===== src/rtl/fetch_queue.sv =====
// rtl/fetch_queue.sv - fetch-to-decode instruction queue (circular buffer, flushable)
// Optional same-cycle empty-queue bypass: define FETCH_QUEUE_BYPASS_EN.

`ifndef BRANCH_PRED_M
`define BRANCH_PRED_M 8
`endif

module fetch_queue #(
  parameter int DEPTH  = 8,
  parameter int HIST_W = `BRANCH_PRED_M
) (
  input  logic                     clk,
  input  logic                     rst,
  input  logic                     flush,
  input  logic                     enq_valid,
  input  logic [31:0]              enq_inst,
  input  logic [31:0]              enq_pc,
  input  logic [31:0]              enq_pc_next,
  input  logic [63:0]              enq_order,
  input  logic [HIST_W-1:0]        enq_br_hist,
  output logic                     full,
  input  logic                     deq_ready,
  output logic                     deq_valid,
  output logic [31:0]              deq_inst,
  output logic [31:0]              deq_pc,
  output logic [31:0]              deq_pc_next,
  output logic [63:0]              deq_order,
  output logic [HIST_W-1:0]        deq_br_hist,
  output logic [$clog2(DEPTH):0]   count
);

  localparam int AW = $clog2(DEPTH);

  logic [AW:0]        head;
  logic [AW:0]        tail;
  logic [31:0]        mem_inst    [DEPTH];
  logic [31:0]        mem_pc      [DEPTH];
  logic [31:0]        mem_pc_next [DEPTH];
  logic [63:0]        mem_order   [DEPTH];
  logic [HIST_W-1:0]  mem_hist    [DEPTH];

  logic empty;
  logic bypass;
  logic enq_fire;
  logic deq_fire;

  assign empty = (head == tail);
  assign full  = (head[AW-1:0] == tail[AW-1:0]) && (head[AW] != tail[AW]);
  assign count = tail - head;

`ifdef FETCH_QUEUE_BYPASS_EN
  assign bypass = empty && enq_valid && !flush;
`else
  assign bypass = 1'b0;
`endif

  // A bypassed word that decode takes this cycle never lands in storage.
  assign enq_fire = enq_valid && !full && !flush && !(bypass && deq_ready);
  assign deq_fire = !empty && deq_ready && !flush;

  assign deq_valid   = !empty || bypass;
  assign deq_inst    = bypass ? enq_inst    : mem_inst[head[AW-1:0]];
  assign deq_pc      = bypass ? enq_pc      : mem_pc[head[AW-1:0]];
  assign deq_pc_next = bypass ? enq_pc_next : mem_pc_next[head[AW-1:0]];
  assign deq_order   = bypass ? enq_order   : mem_order[head[AW-1:0]];
  assign deq_br_hist = bypass ? enq_br_hist : mem_hist[head[AW-1:0]];

  always_ff @(posedge clk) begin
    if (rst) begin
      head <= '0;
      tail <= '0;
    end else if (flush) begin
      head <= tail;
    end else begin
      if (enq_fire) tail <= tail + 1'b1;
      if (deq_fire) head <= head + 1'b1;
    end
  end

  // Entry storage is deliberately left unreset.
  always_ff @(posedge clk) begin
    if (!rst && enq_fire) begin
      mem_inst[tail[AW-1:0]]    <= enq_inst;
      mem_pc[tail[AW-1:0]]      <= enq_pc;
      mem_pc_next[tail[AW-1:0]] <= enq_pc_next;
      mem_order[tail[AW-1:0]]   <= enq_order;
      mem_hist[tail[AW-1:0]]    <= enq_br_hist;
    end
  end

endmodule


===== config.mk =====
export PLATFORM = sky130hd
export DESIGN_NAME = fetch_queue
export DESIGN_NICKNAME = d
export VERILOG_FILES = /design/src/rtl/fetch_queue.sv
export SDC_FILE = /design/constraint.sdc
export NUM_CORES = 1
export LEC_CHECK = 0
export BUFFER_PORTS_ARGS = -buffer_cell sky130_fd_sc_hd__buf_4
export CORE_MARGIN = 2
export CORE_UTILIZATION = 60
export DETAILED_ROUTE_END_ITERATION = 12
export PLACE_DENSITY_LB_ADDON = 0.08
export SETUP_SLACK_MARGIN = 0.3
export SLEW_MARGIN = 20
export SYNTH_ARGS = -nofsm -noshare
export SYNTH_HDL_FRONTEND = slang
export SYNTH_SLANG_ARGS = --single-unit

===== constraint.sdc =====
create_clock -name clk -period 35.9 [get_ports clk]
set_clock_uncertainty 0.1 [all_clocks]
set_input_delay 10.77 -clock clk [delete_from_list [all_inputs] [get_ports clk]]
set_output_delay 10.77 -clock clk [all_outputs]
set_load 0.01 [all_outputs]

**After elaboration in Yosys (flattened, before gate mapping)**

Memory sizes are Yosys's and may differ from the RTL's. A register that Yosys moved wholly into a read port is not among the register bits.
Index checks and enable logic that the tools add are counted.

- Bitwise operators: 1
- Add/subtract/negate cells: 3
- Reduce and logical (&&, ||, !) cells: 12
- Muxes and demuxes: 14
- Equality and inequality tests: 3

Operator list:

| operator | count |
|---|---|
| 3-bit 2-to-1 mux | 10 |
| 4-bit by 1-bit adder with 4-bit output, second input constant | 2 |
| 4-bit 2-to-1 mux | 2 |
| 1-bit logical AND | 6 |
| 4-bit == test | 1 |
| 1-bit logical NOT | 4 |
| 4-bit subtractor | 1 |
| 3-bit == test | 1 |
| 1-bit 2-to-1 mux | 2 |
| 2-bit AND reduction | 1 |
| 2-bit nonzero test | 1 |
| 1-bit != test | 1 |
| 1-bit NOT | 1 |

- Output and inout port bits: 174
- Register bits: 8
- Memory bits (writable): 1,344
- Memories kept: 5

Memory list:

| name | words | bits a word | read ports | clocked after Yosys merged registers in | wr ports | RTL line | RTL |
|---|---|---|---|---|---|---|---|
| mem_order | 8 | 64 | 1 | 1 | 1 | 39 | `logic [63:0] mem_order [DEPTH];` |
| mem_inst | 8 | 32 | 1 | 1 | 1 | 36 | `logic [31:0] mem_inst [DEPTH];` |
| mem_pc | 8 | 32 | 1 | 1 | 1 | 37 | `logic [31:0] mem_pc [DEPTH];` |
| mem_pc_next | 8 | 32 | 1 | 1 | 1 | 38 | `logic [31:0] mem_pc_next [DEPTH];` |
| mem_hist | 8 | 8 | 1 | 1 | 1 | 40 | `logic [HIST_W-1:0] mem_hist [DEPTH];` |

**Logic depth before layout (Yosys ltp)**

- Depth in word-level cells: 8
- Depth in mapped cells: 6
- Mapped depth without buffers: 6

**Worst setup path before layout**

Ideal clock, no wire load.

- Path type: input port to flip-flop
- Start: in flush
- End: mem mem_hist[0][0] in the netlist's numbering, enable pin
- Setup time: 1.106 ns
- Path slack: 7.411 ns
- Required time: 34.694 ns
- Arrival: 27.282 ns
- Stages: 5
- Path buffers: 1
- Cell sequence: buf_1 nor2b_1 o21ai_1 nand2b_1 nor4_1

- Word-level cells in the longest chain between the ends: 5

RTL lines:

| what | RTL line | RTL |
|---|---|---|
| start, declared | 14 | `input logic flush,` |
| 1-bit logical NOT | 58 | `assign enq_fire = enq_valid && !full && !flush && !(bypass && deq_ready);` |
| 1-bit logical AND | 58 |  |
| 1-bit logical AND | 82 | `if (!rst && enq_fire) begin` |
| 1-bit 2-to-1 mux | 82 |  |
| 1-bit 2-to-1 mux (implied by the code) | 87 | `mem_hist[tail[AW-1:0]] <= enq_br_hist;` |
| end, declared | 40 |  |

No other way between the ends.

==> run summary <==
run status -> completed
Hold Vio Cnt, Final -> 0
CTS max path bufs -> 3
layout cells sized above 1 -> 42.2%
leakage -> 18.7 nW
WL final -> 101000 um
max-slew violations -> 0
dpl cells -> 3440
Critical Path Stages -> 5
Reg clk slew, reported paths -> 60 ps
Min-Delay Path Class -> register to register
HP Start -> tail[3]
first-pass GRT wire length -> 150000 um
Via density -> 6.01
Final HPWL DP -> 54700 um
maximum VDD drop -> 0.0000466 V
routability cong. -> 0.787
R2R Path End -> mem_order[2][60]
Final period util -> 42.8%
Worst-Skew Late Latency -> 710 ps
CP max stage delay -> 920 ps
Min-Delay Endpoint -> tail[3]
CTS buffer count -> 137
die width -> 295 um
Die Y -> 295 um
P&R area growth vs syn -> 16.2%
Power Density -> 55.7 mW/mm^2
Final min period -> 15350 ps
antenna-violating nets left -> 0
hold depth -> 2
DRC -> 0
Iter 0 DRT Violations -> 1701
post-synth cell types -> 35
CP required -> 25030 ps
CP Class -> register to output pin
RSZ-0062 raised after global routing -> no
worst r2r src -> tail[2]
CTS tree -> yes
Fillers -> 5030
Cell Count, Final, Fillers Out -> 3693
Post-CTS Setup Bufs -> 0
mean area per synthesized cell -> 25.2 um^2
CP bufs+invs -> 3
Yosys reg bits -> 1355
CTS H-tree lvls -> 4
top cells by area, synth -> edfxtp_1, mux4_2, mux2_2
via count -> 22200
Final setup viols -> 0
Max Cap Viol -> 0
most frequent CP cell -> buf_4
pre-CTS setup slack -> 21240 ps
post_cts resized -> 0
synthesized instance count -> 2021
Site Rows -> 106
R2R setup slack -> 31930 ps
Sink Count -> 1355
total gr overflow -> 0
Final Worst Setup Slack -> 20550 ps
io pins -> 347
largest net degree at the start of global routing -> 126
setup tns final -> 0 ps
core box area -> 0.0838 mm^2
PortBufs -> 346
CP delay by family, top -> buffers and inverters
Ys Warns -> 0
final net count -> 2624
total iterations of the first detailed-routing run -> 5
routed length per instance -> 27.3 um
Mapped Area -> 0.0509 mm^2
Syn Nets -> 2200
post-synthesis sequential area ratio -> 79.7%
initial antenna violation count -> 15
worst-margin pin slew -> 1080 ps
Critical Path, Cell by Cell -> buf_4 -> buf_4 -> mux4_2 -> mux2_2 -> buf_4
top cell type's share of synthesized area -> 79.3%
crit start category -> register
crit path max fanout -> 72
Max Clk Rate -> 65.1 MHz
Synth area leader -> edfxtp_1
GR Util All Layers -> 23.8%
hold buffers post-CTS -> 0
number of global-route vias before repair -> 23800
CTS Root Cell -> clkbuf_16
Worst path slowest cell -> dfxtp_4
die area -> 0.0872 mm^2
R2R cell count -> 7
Slew HR -> 28.0%
Initial Utilization -> 60.8%
Layout Utilization -> 70.6%
CP arrival -> 4480 ps
CP endpoint kind -> output pin
-- worst max path at each step --
| stage | from | endpoint | slack (ps) |
|---|---|---|---|
| after global routing | register | deq_inst[6] | 20310 |
| after detailed placement | register | deq_order[39] | 21240 |
| after floorplan | flush | mem_hist[0][0] | 7410 |
| final | register | deq_inst[6] | 20550 |
| after CTS | register | deq_pc_next[22] | 20490 |
| after global placement | register | deq_pc_next[22] | 21220 |
-- synth_stat cells --
library cell	n
edfxtp_1	1344
mux4_2	336
mux2_2	168
clkbuf_1	45
buf_2	34
buf_1	11
dfxtp_1	11
inv_1	9
a21oi_1	8
buf_6	6
ha_1	5
nor2_1	5
xnor2_1	5
nand2_1	4
nor4_1	4
o21a_1	3
nand2b_1	2
nand3_1	2
nor3_1	2
o211ai_1	2
a21bo_2	1
a21o_1	1
a221oi_1	1
a31oi_1	1
and3_1	1
fa_1	1
mux2i_1	1
nand4_1	1
nor2b_1	1
o21ai_0	1
o21ai_1	1
or2_2	1
or3_1	1
xnor2_2	1
xor2_1	1
-- placed cells by master (no fill, tap or decap), types with 2 or more instances in the layout --
cell type,synthesis,routed
nor2_4,0,2
mux2_2,168,168
dfxtp_1,11,8
clkbuf_16,0,139
nor2_1,5,3
nand3_1,2,2
inv_16,0,2
clkbuf_8,0,2
bufinv_16,0,5
mux4_2,336,336
diode_2,0,5
o21a_1,3,3
nand2b_1,2,2
clkinvlp_4,0,4
nor4_2,0,4
a21oi_1,8,8
edfxtp_1,1344,1344
o211ai_1,2,2
clkbuf_1,45,34
clkinv_1,0,36
inv_1,9,9
dfxtp_4,0,3
buf_12,0,7
clkinv_2,0,16
xnor2_1,5,5
buf_4,0,373
nor3_2,0,2
ha_1,5,5
inv_6,0,4
nand2_1,4,4
clkinv_16,0,2
clkinv_8,0,4
-- registers in the layout (all words and copies together), names as in the netlist, named ones only --
register and flops:
mem_pc 256, head 4, mem_inst 256, tail 4, mem_order 512, mem_pc_next 256, mem_hist 64
-- routing by layer --
layer / track usage, % / up-vias / share of wire, %
li1: - / 9550 / -
met1: 30.3 / 11800 / 38
met2: 40.6 / 639 / 52
met3: 5.70 / 175 / 6.7
met4: 7.89 / 20 / 2.4
met5: 0 / - / 0.13
-- area by class of cell --
class,count,area (um^2),area share [%]
sequential,1355,40600,68.6
multi-input combinational,561,9910,16.8
clock buffer,175,3630,6.14
timing repair buffer,381,2950,4.99
tap,1134,1420,2.40
clock inverter,73,596,1.01
inverter,9,33.8,0.0571
antenna,5,12.5,0.0212
-- cell families (layout without fill, tap and decap cells) --
group	Yosys count	after routing	share of synthesized area (%)
buffers and inverters	105	638	0.946
flip-flops	1355	1355	79.7
multiplexers	505	505	18.6
adder cells (fa/ha/maj)	6	6	0.162
XOR/XNOR	7	7	0.135
AO/OA/AOI/OAI	19	19	0.236
other	0	5	0
AND/OR/NAND/NOR	24	24	0.241
-- through the flow --
stage / hold slack [ps] / power [mW] / cell area, um^2
global route: 471 / 3.41 / 59100
global placement: 401 / 2.01 / 54900
floorplan: 379 / 1.92 / 50900
detailed placement: 433 / 2.01 / 54900
finish: 448 / 3.30 / 59100
CTS: 443 / 3.33 / 59100
-- where the power goes --
part	internal, mW	switching [mW]
sequential	1.75	0.00618
clock	0.756	0.564
combinational	0.115	0.105
-- worst register-to-register path: cells and delay by family, from the launching register on --
family	cells	cell delay, ps
buf+inv	2	1610
fa+ha+maj	1	360
simple gates	3	770
flops	1	570
compound gates	1	170
(Power assumes the default switching activity.)
